**src/rtl/mprj_wb_watchdog.sv**
```systemverilog
// Registered Wishbone bridge from the management core to the user project, with a
// watchdog that terminates unacknowledged transfers and records sticky timeout status.
module mprj_wb_watchdog #(
  parameter int unsigned TIMEOUT  = 1024,
  parameter logic [31:0] ERR_DATA = 32'hFFFF_FFFF
) (
  input  logic        core_clk,
  input  logic        core_rstn,
  input  logic        cpu_cyc_i,
  input  logic        cpu_stb_i,
  input  logic        cpu_we_i,
  input  logic [3:0]  cpu_sel_i,
  input  logic [31:0] cpu_adr_i,
  input  logic [31:0] cpu_dat_i,
  output logic        cpu_ack_o,
  output logic [31:0] cpu_dat_o,
  input  logic        mprj_wb_iena,
  output logic        usr_cyc_o,
  output logic        usr_stb_o,
  output logic        usr_we_o,
  output logic [3:0]  usr_sel_o,
  output logic [31:0] usr_adr_o,
  output logic [31:0] usr_dat_o,
  input  logic        usr_ack_i,
  input  logic [31:0] usr_dat_i,
  input  logic        wdt_clear_i,
  output logic        wdt_flag_o,
  output logic [7:0]  wdt_count_o,
  output logic [31:0] wdt_adr_o
);

  typedef enum logic [1:0] {
    ST_IDLE,
    ST_REQ,
    ST_ACK
  } state_t;

  localparam logic [15:0] CNT_LAST = 16'(TIMEOUT - 1);

  state_t      r_state;
  state_t      w_state_nxt;
  logic [15:0] r_cnt;
  logic        w_start;
  logic        w_abort;
  logic        w_usr_ack;
  logic        w_timeout;

  // NOTE: every signal driven here gets a default first, so no path through the
  // case statement can leave one unassigned and infer a latch.
  always_comb begin
    w_state_nxt = r_state;
    w_start     = 1'b0;
    w_abort     = 1'b0;
    w_usr_ack   = 1'b0;
    w_timeout   = 1'b0;
    unique case (r_state)
      ST_IDLE: begin
        if (cpu_cyc_i && cpu_stb_i) begin
          w_start     = 1'b1;
          w_state_nxt = ST_REQ;
        end
      end
      ST_REQ: begin
        // Master abort outranks a user ack, and a user ack outranks the timeout.
        if (!cpu_cyc_i) begin
          w_abort     = 1'b1;
          w_state_nxt = ST_IDLE;
        end else if (usr_ack_i && mprj_wb_iena) begin
          w_usr_ack   = 1'b1;
          w_state_nxt = ST_ACK;
        end else if (r_cnt == CNT_LAST) begin
          w_timeout   = 1'b1;
          w_state_nxt = ST_ACK;
        end
      end
      ST_ACK:  w_state_nxt = ST_IDLE;
      default: w_state_nxt = ST_IDLE;
    endcase
  end

  // NOTE: sequential state uses non-blocking assignments so every register samples
  // pre-edge values regardless of statement order.
  always_ff @(posedge core_clk or negedge core_rstn) begin
    if (!core_rstn) begin
      r_state <= ST_IDLE;
      r_cnt   <= '0;
    end else begin
      r_state <= w_state_nxt;
      if (w_start) begin
        r_cnt <= '0;
      end else if (r_state == ST_REQ) begin
        r_cnt <= r_cnt + 16'd1;
      end
    end
  end

  // User-side request; the async reset drops cyc/stb immediately on a mid-transfer reset.
  always_ff @(posedge core_clk or negedge core_rstn) begin
    if (!core_rstn) begin
      usr_cyc_o <= 1'b0;
      usr_stb_o <= 1'b0;
      usr_we_o  <= 1'b0;
      usr_sel_o <= '0;
      usr_adr_o <= '0;
      usr_dat_o <= '0;
    end else if (w_start) begin
      usr_cyc_o <= 1'b1;
      usr_stb_o <= 1'b1;
      usr_we_o  <= cpu_we_i;
      usr_sel_o <= cpu_sel_i;
      usr_adr_o <= cpu_adr_i;
      usr_dat_o <= cpu_dat_i;
    end else if (w_abort || w_usr_ack || w_timeout) begin
      usr_cyc_o <= 1'b0;
      usr_stb_o <= 1'b0;
    end
  end

  // Read data returned to the CPU: user data on ack (also for writes), ERR_DATA on timeout.
  always_ff @(posedge core_clk or negedge core_rstn) begin
    if (!core_rstn) begin
      cpu_dat_o <= '0;
    end else if (w_usr_ack) begin
      cpu_dat_o <= usr_dat_i;
    end else if (w_timeout) begin
      cpu_dat_o <= ERR_DATA;
    end
  end

  assign cpu_ack_o = (r_state == ST_ACK);

  // A timeout on the same edge as a clear wins, leaving exactly one recorded event.
  always_ff @(posedge core_clk or negedge core_rstn) begin
    if (!core_rstn) begin
      wdt_flag_o  <= 1'b0;
      wdt_count_o <= '0;
      wdt_adr_o   <= '0;
    end else if (w_timeout) begin
      wdt_flag_o <= 1'b1;
      wdt_adr_o  <= usr_adr_o;
      if (wdt_clear_i) begin
        wdt_count_o <= 8'd1;
      end else if (wdt_count_o != 8'hFF) begin
        wdt_count_o <= wdt_count_o + 8'd1;
      end
    end else if (wdt_clear_i) begin
      wdt_flag_o  <= 1'b0;
      wdt_count_o <= '0;
    end
  end

endmodule

```
**config.mk**
```make
export PLATFORM = sky130hd
export DESIGN_NAME = mprj_wb_watchdog
export DESIGN_NICKNAME = d
export VERILOG_FILES = /design/src/rtl/mprj_wb_watchdog.sv
export SDC_FILE = /design/constraint.sdc
export NUM_CORES = 1
export LEC_CHECK = 0
export CAP_MARGIN = 5
export CORE_MARGIN = 2
export CORE_UTILIZATION = 40
export CTS_BUF_LIST = sky130_fd_sc_hd__clkbuf_4 sky130_fd_sc_hd__clkbuf_8
export DETAILED_ROUTE_END_ITERATION = 16
export GPL_TIMING_DRIVEN = 0
export MAX_ROUTING_LAYER = met4
export PLACE_DENSITY_LB_ADDON = 0.15
export SYNTH_ARGS = -nofsm -noshare
export SYNTH_HDL_FRONTEND = slang
export SYNTH_SLANG_ARGS = --single-unit
```
**constraint.sdc**
```tcl
create_clock -name core_clk -period 3.3 [get_ports core_clk]
set_input_delay 0.33 -clock core_clk [delete_from_list [all_inputs] [get_ports core_clk]]
set_output_delay 0.33 -clock core_clk [all_outputs]
set_load 0.01 [all_outputs]
```
==> results summary <==
The average cell area after synthesis came out at 8.875 um^2. In this run the post-CTS setup repair buffer count came out at 0. The total number of nets in the final design came out at between 1,000 and 1,500. The CTS buffer count is 17. The area growth from synthesis to final layout is 49.22%.

The count of cells resized by post-cts repair came out at 0. Sorting the synthesized cells by area gives the leading types as dfrtp_1 (62%), nand2_1 (19%), nor2_1 (4.3%). In this run the worst path has a maximum fanout of 10. The hold violation total from the final report is 0.

The synthesized netlist net count came out at 839. The kind of end point of the critical path is a register. The met1 track demand over resource in global routing is 27.65%. The latest clock arrival within the worst-skew pair came out at 0.45 ns. Setup repair after global routing left no endpoint under its margin. In this run the core area contains 46 standard-cell rows. The switching power is between 1000 and 1500 uW.

The final period utilization came out at 67.11%. The final instance count without filler cells is 1,229. Port buffering added 251 buffers. The global-route usage over all layers came out at 21.28%. Once layout is complete, the utilization of the core stands at ~60%. The number of synthesized flops with an enable pin is 0. In this run the static leakage power is 0.004564 uW. The fraction of the yosys area taken by sequential cells is 62.27%. The library cell used most frequently in the layout, excluding fill and tap cells, is nand2_1. The routability-driven placement congestion ratio is 0.7694. The run finished with clean final reports.

The via count of the first global-routing pass is roughly 5,500. The count of pins over their slew limit came to 0. Leaving out fill and tap cells, the most frequent cells in the layout are nand2_1 (323), clkdlybuf4s50_1 (250), dfrtp_1 (161). The total congestion overflow came out at 0. The die outline area came out at about 17,000 um^2.

The multi-input logic area is 2260 um^2. The floorplan die width is roughly 130 um. In this run the most critical hold path is launched from wdt_clear_i. The number of nets with antenna violations after routing is 0. The count of max-cap constraint violations is 0. The number of hold buffers added after cts came out at 1.

The power per cell area came out at 537.6 nW/um^2. The aggregate routed wire length is 17,430 um. The data arrival time of the critical path is 2.60 ns. The area occupied by registers is 4029 um^2. The CTS tree is built. For this design, the sink count on the clock tree is 161. In this run, flip-flops and latches consume a little under half of the power. The final-layout fill cell count is 1,420.

The initial antenna violation count was 0. The largest total area in the synthesized netlist belongs to dfrtp_1. The fraction of synthesized cell area taken by the top area cell type is around 62%.

The worst IR drop on VDD is 416.4 uV. At the pin with the least slew margin, the transition time is a little over 0.6 ns. Global routing used 6.327% of the available met3 tracks. The final HPWL from detailed placement came out at 12,420 um. The number of setup violations in the final report is 0.

In this run the critical register-to-register path is launched from r_cnt[0]$_DFFE_PN0P_. The switching part of the total power came out at 28.61%. The average detailed-routed wire length per instance came out at between 10 and 15 um. The final critical path time including I/O delays and setup came out at 2.215 ns. The fmax is 0.4515 GHz.

The proportion of synthesized flip-flops having asynchronous set or reset came out at 100.0%. The pin count of the biggest net entering global routing is 101. The critical path is of the register to register type. The maximum root-to-sink buffer count is 2. The tightest min-delay check is of the input pin to register type. The number of ports placed on the die boundary came out at 253. Synthesis handed over a netlist of 729 instances. At the worst endpoint, the required time is 3.69 ns.

The number of placed instances with taps included is between 1,000 and 1,500. The worst setup path is launched from a register. The relative slew slack came out at 58.27%.

The first global-routing pass estimated 28,410 um of wire. The die span in y came out at 131.2 um. The design internal power is about 3700 uW. The tree is rooted in a clkbuf_8.

The global routing stage identified its most utilized layer as met2. 0 antenna diodes ended up in the layout. The via-per-instance ratio is 4.667. In the synthesized netlist the dominant register cell turns out to be dfrtp_1. Detailed routing inserted a total of 5,736 vias. The clock transition at the registers of the reported paths is 0.08 ns.

Summing all non-filler instances in the final layout gives an area of approximately 9700 um^2. The worst-case clock skew is about 0.0098 ns. The proportion of power drawn by the clock network came out at between 20% and 30%. The count of warnings emitted by yosys is 0. The cell area after synthesis came out at 6470 um^2. The met2 usage came out at 32.60%. The first TritonRoute pass finished after 4 iterations. In the final layout, the share of cells above drive strength 1 is 4.541%. The synthesized design contains 161 register bits. The post-route DRC violation count came out at 0. The maximum level of the CTS H-tree is 4. The critical path's largest stage delay is 0.40 ns. The power share of the combinational group came out at 26.4%. After the first detailed-routing iteration, the DRC count stood at 235.

The area of placed instances is 9285 um^2. The starting density of the core is 40.88%. Tracing the worst setup path back leads to its startpoint at r_cnt[0]$_DFFE_PN0P_.

The count of distinct cell types in the synthesized netlist came out at 30. The slowest stage of the critical path is the dfrtp_1 cell. The placeable core area came out at about 16,000 um^2. The signal on the critical path passes through ha_1 > nand3_1 > nor3_4 > and3_1 > buf_2 > buf_4 > buf_2 > nand2_1 > nand2_1.
[synth_stat cells, types with 2 or more instances]
library cell  count
mux2i_1           3
a21o_1            2
a31oi_1           4
ha_1              2
nor4_1            2
inv_1             3
dfrtp_1         161
clkbuf_1         25
and4_1            3
o31ai_1           3
and3_1            5
nor3_1            4
nand4_1           8
nor2_1           74
buf_2             7
nand3_1          14
nor2b_1           2
o21ai_0          22
nand2_1         323
or3_1             3
buf_1             5
buf_4             3
a21oi_1          44
[cell type report]
cell class                      count  area share [%]
Sequential cell                   161           41.73
Timing Repair Buffer              253           26.46
Multi-Input combinational cell    525           23.41
Tap cell                          216           2.799
Clock buffer                       20           2.786
Buffer                             40           1.763
Clock inverter                     11          0.9331
Inverter                            3          0.1166
[worst paths after layout]
| kind | slack, ns | depth (start not counted) | end |
|---|---|---|---|
| setup / recovery | 1.09 | 9 | wdt_adr_o[29]$_DFFE_PN0P_ |
| hold / removal | 0.25 | 2 | wdt_count_o[1]$_DFFE_PN0P_ |
| setup reg to reg | 1.09 | 9 | wdt_adr_o[29]$_DFFE_PN0P_ |
| hold reg to reg | 0.46 | 2 | wdt_adr_o[27]$_DFFE_PN0P_ |
| max in group asynchronous | 2.03 | 3 | usr_adr_o[23]$_DFFE_PN0P_ |
| min in group asynchronous | 0.40 | 2 | wdt_adr_o[10]$_DFFE_PN0P_ |
[power by group through the flow]
stage	Clock [uW]	Combinational [uW]	Sequential, uW
6_report	1350	1370	2470
5_1_grt	1480	1480	2520
4_1_cts	1390	1390	2480
3_5_place_dp	0	1390	2510
3_3_place_gp	0	1360	2510
2_1_floorplan	0	341	2640
[kinds of logic after synthesis]
group / count (synthesis) / synth area share (%)
flip-flops: 161 / 62.27
multiplexers: 3 / 0.4641
adder cells (fa/ha/maj): 2 / 0.3867
AND/OR/NAND/NOR: 443 / 27.79
buffers and inverters: 43 / 2.804
AO/OA/AOI/OAI: 77 / 6.285
[per-stage QoR]
| step | hold slack (ns) | setup TNS, ns | power (uW) | worst slack, ns |
|---|---|---|---|---|
| after floorplan | 0.03441 | 0 | 2985 | 1.445 |
| after global placement | 0.4487 | -786.24 | 3872 | -4.893 |
| after detailed placement | 0.2936 | 0 | 3899 | 0.9284 |
| after CTS | 0.2136 | 0 | 5260 | 1.070 |
| after global routing | 0.2440 | 0 | 5488 | 0.8504 |
| final | 0.2489 | 0 | 5190 | 1.085 |
[registers in the layout, indices dropped and copies added (netlist names), 2 cells and up]
| name | flops |
|---|---|
| usr_dat_o | 32 |
| usr_sel_o | 4 |
| r_state | 2 |
| wdt_count_o | 8 |
| usr_adr_o | 32 |
| r_cnt | 16 |
| cpu_dat_o | 32 |
| wdt_adr_o | 32 |
[per-layer routing]
| metal | vias to the layer above | wire length (um) |
|---|---|---|
| li1 | 2870 | - |
| met1 | 2675 | 7944 |
| met2 | 180 | 8208 |
| met3 | 11 | 1092 |
| met4 | 0 | 181 |
| met5 | - | 0 |
[critical path, delay by kind of cell, from the launching register on]
kind	cells	cell delay, ns
DFF	1	0.40
buffers and inverters	3	0.65
and+or+nand+nor	5	0.89
adders and majority gates	1	0.21
Power figures use the tool's default switching activity.
